## src/rtl/display_register_fetcher.sv

```systemverilog
// display_register_fetcher: once per frame, reads a block of processor
// registers through a shared, handshaked read port. The registers are collected
// in a staging buffer and then committed in one cycle to a shadow bank. The
// renderers only ever see a complete snapshot.
module display_register_fetcher #(
  parameter int NUM_REGS   = 15,
  parameter int BASE_REG   = 10,
  parameter int ADDR_WIDTH = 5,
  parameter int TIMEOUT    = 64
) (
  input  logic                       clk,
  input  logic                       reset,
  input  logic                       screen_end,
  output logic                       rd_req,
  output logic [ADDR_WIDTH-1:0]      rd_addr,
  input  logic                       rd_ack,
  input  logic [31:0]                rd_data,
  output logic [NUM_REGS*32-1:0]     shadow_regs,
  output logic                       frame_valid,
  output logic                       game_underway,
  output logic                       fetch_busy,
  output logic                       timeout_err,
  output logic                       overrun_err
);

  localparam int IDX_W  = (NUM_REGS > 1) ? $clog2(NUM_REGS) : 1;
  localparam int WAIT_W = (TIMEOUT > 2) ? $clog2(TIMEOUT) : 1;

  localparam logic [IDX_W-1:0]  LAST_IDX  = IDX_W'(NUM_REGS - 1);
  // The unacked edge that would bring the wait counter to TIMEOUT-1 aborts the fetch
  localparam logic [WAIT_W-1:0] ABORT_CNT = WAIT_W'(TIMEOUT - 2);

  // The fetched window must fit inside the register-file address space
  generate
    if (BASE_REG + NUM_REGS - 1 > (1 << ADDR_WIDTH) - 1) begin : g_addr_range_check
      $error("display_register_fetcher: BASE_REG+NUM_REGS-1 exceeds the address range");
    end
    if (TIMEOUT < 2) begin : g_timeout_check
      $error("display_register_fetcher: TIMEOUT must be at least 2");
    end
  endgenerate

  typedef enum logic [1:0] {
    IDLE,
    FETCH,
    COMMIT
  } state_t;

  state_t              state, state_n;
  logic [IDX_W-1:0]    idx, idx_n;
  logic [WAIT_W-1:0]   wait_cnt, wait_n;
  logic                capture;
  logic                abort;
  logic                commit;
  logic [NUM_REGS*32-1:0] stage;

  // rd_addr is decoded straight from the register index
  assign rd_addr = ADDR_WIDTH'(BASE_REG) + ADDR_WIDTH'(idx);

  // State register with the register index and the per-register wait counter
  always_ff @(posedge clk) begin
    if (!reset) begin
      state    <= IDLE;
      idx      <= '0;
      wait_cnt <= '0;
    end else begin
      state    <= state_n;
      idx      <= idx_n;
      wait_cnt <= wait_n;
    end
  end

  // Next-state logic and the decoded handshake/status outputs
  always_comb begin
    state_n    = state;
    idx_n      = idx;
    wait_n     = wait_cnt;
    rd_req     = 1'b0;
    fetch_busy = 1'b0;
    capture    = 1'b0;
    abort      = 1'b0;
    commit     = 1'b0;
    case (state)
      IDLE: begin
        if (screen_end) begin
          state_n = FETCH;
          idx_n   = '0;
          wait_n  = '0;
        end
      end
      FETCH: begin
        rd_req     = 1'b1;
        fetch_busy = 1'b1;
        if (rd_ack) begin
          capture = 1'b1;
          wait_n  = '0;
          if (idx == LAST_IDX) begin
            state_n = COMMIT;
          end else begin
            idx_n = idx + 1'b1;
          end
        end else if (wait_cnt == ABORT_CNT) begin
          abort   = 1'b1;
          wait_n  = '0;
          state_n = IDLE;
        end else begin
          wait_n = wait_cnt + 1'b1;
        end
      end
      COMMIT: begin
        fetch_busy = 1'b1;
        commit     = 1'b1;
        state_n    = IDLE;
      end
      default: begin
        state_n = IDLE;
      end
    endcase
  end

  // Staging capture, atomic commit to the shadow bank, and the sticky error flags
  always_ff @(posedge clk) begin
    if (!reset) begin
      stage         <= '0;
      shadow_regs   <= '0;
      frame_valid   <= 1'b0;
      game_underway <= 1'b0;
      timeout_err   <= 1'b0;
      overrun_err   <= 1'b0;
    end else begin
      frame_valid <= commit;
      if (capture) begin
        stage[32*idx +: 32] <= rd_data;
      end
      if (commit) begin
        shadow_regs   <= stage;
        game_underway <= |stage;
      end
      if (abort) begin
        timeout_err <= 1'b1;
      end
      if (screen_end && (state != IDLE)) begin
        overrun_err <= 1'b1;
      end
    end
  end

endmodule

```

## config.mk

```make
export PLATFORM = sky130hd
export DESIGN_NAME = display_register_fetcher
export DESIGN_NICKNAME = d
export VERILOG_FILES = /design/src/rtl/display_register_fetcher.sv
export SDC_FILE = /design/constraint.sdc
export NUM_CORES = 2
export LEC_CHECK = 0
export BUFFER_PORTS_ARGS = -buffer_cell sky130_fd_sc_hd__buf_4
export CORE_MARGIN = 2
export CORE_UTILIZATION = 45
export CTS_CLUSTER_SIZE = 24
export DETAILED_ROUTE_END_ITERATION = 10
export PLACE_DENSITY = 0.65
export RECOVER_POWER = 25
export SKIP_LAST_GASP = 1
export SLEW_MARGIN = 20
export SYNTH_ARGS = -nofsm -noshare
export SYNTH_HDL_FRONTEND = slang
export SYNTH_SLANG_ARGS = --single-unit
export TNS_END_PERCENT = 10
```

## constraint.sdc

```tcl
create_clock -name clk -period 6.7 [get_ports clk]
set_clock_uncertainty 0.15 [all_clocks]
set_input_delay 0.335 -clock clk [delete_from_list [all_inputs] [get_ports clk]]
set_output_delay 0.335 -clock clk [all_outputs]
set_load 0.005 [all_outputs]
```

### Word-level counts from Yosys, hierarchy flattened

Cells that the tools add are included.

* flip-flop bits (word level): 976

* add/sub/neg operators: 4
* eq/ne operators: 9
* multiplexer cells: 22
* reductions and logical operators: 9
* shift operators: 2

Operators with widths (number)
* $bwmux 480: 1
* $reduce_or 480->1: 1
* $shift 32x34->480 const A: 1
* $shiftx 32x34->480: 1
* $neg 9->34: 1
* $mux 6: 3
* $mux 4: 3
* $pmux 6 s2: 1
* $mux 1: 8
* $mux 2: 4
* $pmux 4 s2: 1
* $add 6x1->6 const B: 1
* $eq 6x6->1 const B: 1
* $ne 2x2->1 const B: 3
* $ne 3x3->1 const B: 2
* $add 4x4->5 const A: 1
* $add 4x1->4 const B: 1
* $eq 4x4->1 const B: 1
* $pmux 2 s2: 1
* $reduce_and 4->1: 1
* $reduce_bool 2->1: 2
* $reduce_and 3->1: 1
* $eq 2x1->1 const B: 1
* $eq 2x2->1 const B: 1
* 4 further kinds: 4

### Longest topological paths before layout

* depth in word-level cells: 4
* depth in mapped cells: 12

### Worst setup path after synthesis

Ideal clock, no wire load.

* kind: register -> register
* start: register idx[2]
* end: register stage[418]
* arrival time: 2.403 ns
* path slack: 4.015 ns
* stages on the path, launching flop included: 13
* library setup time: 0.132 ns
* required time: 6.418 ns
* path through: dfxtp_1 -> buf_2 -> inv_1 -> ha_1 -> nor2b_1 -> ha_1 -> and3b_1 -> o21ai_0 -> or2_2 -> clkbuf_1 -> buf_2 -> nand2_1 -> a21oi_1

* longest elaborated chain between the ends: 3
* elaborated cells on any way between the ends: 4
* those cells by class: add/sub: 1; shift: 2; mux: 1

Ends and longest elaborated chain
* start: declaration: RTL line 50 `logic [IDX_W-1:0] idx, idx_n;`
* start signal: assignment: RTL line 68 `idx <= idx_n;`
* $neg 9->34 (*): RTL line 133 `stage[32*idx +: 32] <= rd_data;`
* $shiftx 32x34->480 or $shift 32x34->480 (tied branches): RTL line 133
* $bwmux 480 (*): RTL line 133
* end signal: indexed assignment: RTL line 133
* end: declaration: RTL line 55 `logic [NUM_REGS*32-1:0] stage;`

Every way passes the cells marked *; elsewhere a longest branch is shown, timed or not.
A chain may end at the register's enable or synchronous reset.

### Worst setup path in the final report

* start: register idx[0]
* end: register stage[95]

The elaborated chain is that of the path after synthesis.

==> results by group <==
Layout
  – Fillcell total: between 7,000 and 8,000
  – Layout cell share with drive strength beyond 1: 14.52%
  – Final #Nets: around 4,500
  – Area growth syn-to-layout: 20.26%
  – Non-Filler Instances: 5,554
  – Post-route cell area: ~45,000 um^2

Timing
  – Worst slew pin tran: 1249 ps
  – Fin worst setup slack: roughly 2200 ps
  – Slew HR: 16.74%
  – Final hold violation count: 0
  – TNS Setup: 0 ps
  – Final number of max-transition violations: 0
  – Minimum clock period after layout: 4454 ps
  – RSZ-0062 raised after global routing: false
  – Setup violators final: 0
  – Fmax: 0.2245 GHz
  – Fin crit share: 66.48%

Clock network
  – Later-pin clock latency in the skew report: 670 ps
  – CTS tree: yes
  – CTS sink cnt: 976
  – Number of setup buffers added after CTS: 0
  – Max clock buf depth: 3
  – Reg clk slew, reported paths: around 60 ps
  – Cts bufs inserted: 101
  – Number of gates resized after CTS: 0
  – H-tree depth: 3
  – Root Driver: clkbuf_16

Die
  – # IOs: approximately 530
  – Die span in y: 290.8 um
  – Core area: 81,720 um^2
  – Die width: 290.8 um
  – Die area: 84,560 um^2
  – Initial core utilization: 45.30%
  – Row cnt: ~110

Yosys
  – Post-synth EDFFs: 0
  – Post-synthesis sequential area ratio: approximately 53%
  – Synthesized area per cell: around 9 um^2
  – Seq cells post-synth: roughly 980
  – Main synth FF type: dfxtp_1
  – Netlist cell types: 48
  – Ranking of synthesized cells by area: dfxtp_1 (53%), mux2i_1 (13%), a21oi_1 (6.6%), nor2_1 (5.1%), nand4_1 (5.0%)
  – Count leader, synth: dfxtp_1
  – Syn Nets: 4,160
  – Commonest cells in the netlist: dfxtp_1 (976), nor2_1 (504), a21oi_1 (486)
  – Mapped Cells: approximately 4,100
  – Async SR Flop Fraction: 0%
  – Post-synthesis cell area: 37,010 um^2
  – Yosys Warn Count: 0
  – Synth top area share: 52.79%
  – Post-synth top area cell: dfxtp_1

Pwr
  – Internal Dissipation: around 0.0092 W
  – Power share of the clock group: between 40% and 50%
  – Gate power share: 3.6%
  – Pwr Density: ~270 nW/um^2
  – Pleak: around 15 nW
  – Net Sw Power: 0.002763 W
  – Reg power frac: 48.6%
  – Sw Ratio: 23.01%
  – Maximum VDD drop: 0.0002183 V

Status
  – Status: finished, final reports clean

Route
  – Final WL: roughly 140,000 um
  – ANT nets after route: 0
  – Post-DR wirelength/cell: 24.55 um
  – Number of vias per cell: 5.876
  – Routed vias: ~33,000
  – Residual DRC: 0
  – 1st-iter DRT viols: 4,303
  – Pre-antenna DRT Iters: 6

Setup path
  – Worst r2r src: idx[0]
  – Critical Path RT: between 7000 and 8000 ps
  – WP data arrival: around 4900 ps
  – Endpoint class of the critical path: register
  – R2R Setup Slk: 2250 ps
  – Startpoint Class: register
  – CP Class: reg -> reg
  – CP max FO: 97
  – R2R depth: 7
  – Worst R2R End: stage[95]

Place
  – Buffers added on ports: 526
  – Worst slack at placement: 2183 ps
  – DP Cell Count: between 5,000 and 6,000
  – Final Wtd Congestion: 0.8310
  – DP Wirelength: 83,150 um
  – Placed inst area: approximately 41,000 um^2

Global routing
  – Largest net degree at the start of global routing: approximately 270
  – First-pass GRT wire length: just under 200,000 um
  – Vias in the first global route: 29,760
  – Antenna violations before repair: 4
  – All-Layer GR Usage: a little over 30%
  – Remaining global-route overflow: 0

Run
  – MaxCap Viol Count: 0

Min path
  – Hold Crit Class: in -> reg
  – Hold_sp: rd_data[22]
  – WHS Endpoint: stage[182]
  – Hold depth: 3
[final cells by class]
| class | count | area, um^2 | area share, % |
|---|---|---|---|
| Clock inverter | 28 | 394.1 | 0.8854 |
| Clock buffer | 149 | 2979 | 6.693 |
| Multi-Input combinational cell | 2716 | 15940 | 35.80 |
| Inverter | 13 | 56.30 | 0.1265 |
| Tap cell | 1070 | 1339 | 3.008 |
| Sequential cell | 976 | 19540 | 43.90 |
| Timing Repair Buffer | 600 | 4264 | 9.579 |
| Antenna cell | 2 | 5.005 | 0.01124 |
[logic make-up (layout without fill, tap and decap cells)]
| kind of cell | Yosys count | after routing | share of synthesized area, % |
|---|---|---|---|
| fa+ha+maj | 11 | 11 | 0.3718 |
| other cells | 0 | 2 | 0 |
| xor+xnor | 9 | 9 | 0.2130 |
| simple gates | 1485 | 1485 | 19.08 |
| mux | 482 | 482 | 13.03 |
| compound gates | 729 | 729 | 10.04 |
| buf+inv | 421 | 790 | 4.482 |
| flops | 976 | 976 | 52.79 |
[what timing repair did]
action | CTS | global route
hold buffers | 25 | 0
setup endpoints to repair | 0 | 0
endpoints found under the hold margin | 119 | 0
[worst max-delay path by stage]
| stage | cells past startpoint | slack, ps | start | end |
|---|---|---|---|---|
| after global routing | 7 | 2070 | idx[0] | stage[265] |
| final | 7 | 2250 | idx[0] | stage[95] |
| after detailed placement | 7 | 2180 | idx[0] | stage[242] |
| after floorplan | 12 | 4010 | idx[2] | stage[418] |
| after global placement | 7 | 2290 | idx[0] | stage[224] |
| after CTS | 7 | 2180 | idx[0] | stage[242] |
[power by group through the flow]
| stage | Combinational, W | Clock (W) | Sequential [W] |
|---|---|---|---|
| floorplan | 0.000201 | 0 | 0.00596 |
| global placement | 0.000402 | 0 | 0.00596 |
| detailed placement | 0.000401 | 0 | 0.00596 |
| CTS | 0.000414 | 0.00579 | 0.00584 |
| global route | 0.000439 | 0.00604 | 0.00584 |
| finish | 0.000433 | 0.00573 | 0.00584 |
[state kept, by name (all words and copies together), names as in the netlist]
name	flops
game_underway	1
overrun_err	1
stage	480
idx	4
state	2
shadow_regs	480
wait_cnt	6
frame_valid	1
timeout_err	1
[worst max-delay path: stages, from the launching register on]
cell and delay (ps):
dfxtp_2 940, inv_1 400, ha_1 700, inv_1 220, or4_4 760, buf_4 450, or3_1 480, a21oi_1 150
[layout by cell type (no fill, tap or decap), types with 10 or more instances in the layout]
| cell type | n |
|---|---|
| clkbuf_1 | 133 |
| clkbuf_4 | 254 |
| clkbuf_8 | 25 |
| clkbuf_16 | 102 |
| dfxtp_1 | 975 |
| buf_4 | 201 |
| nand4_1 | 294 |
| nand2_1 | 295 |
| mux2i_1 | 482 |
| o21ai_1 | 10 |
| nand3_1 | 193 |
| clkinv_2 | 12 |
| nor4_1 | 125 |
| nor2_1 | 497 |
| a21oi_1 | 485 |
| inv_1 | 11 |
| o21ai_0 | 218 |
| ha_1 | 10 |
| and3_1 | 34 |
| dlygate4sd3_1 | 25 |
[metal layers]
| metal | up-vias | global-route usage [%] | share of wire (%) | routed length (um) |
|---|---|---|---|---|
| li1 | 15100 | - | - | - |
| met1 | 15710 | 39.87 | 40 | 54540 |
| met2 | 1498 | 48.37 | 46 | 62690 |
| met3 | 320 | 7.013 | 8.8 | 12040 |
| met4 | 4 | 14.91 | 5.2 | 7057 |
| met5 | - | 0 | 0.015 | 21 |
[per-stage QoR]
step                      total power (W)  utilization (%)  hold WS, ps
final                             0.01200            54.47        31.26
after global routing              0.01232            54.47        6.064
after CTS                         0.01204            54.86       0.4422
after detailed placement         0.006366            50.42        313.5
after global placement           0.006367            50.42        302.2
after floorplan                  0.006156                -        294.2
(Power assumes the default switching activity.)
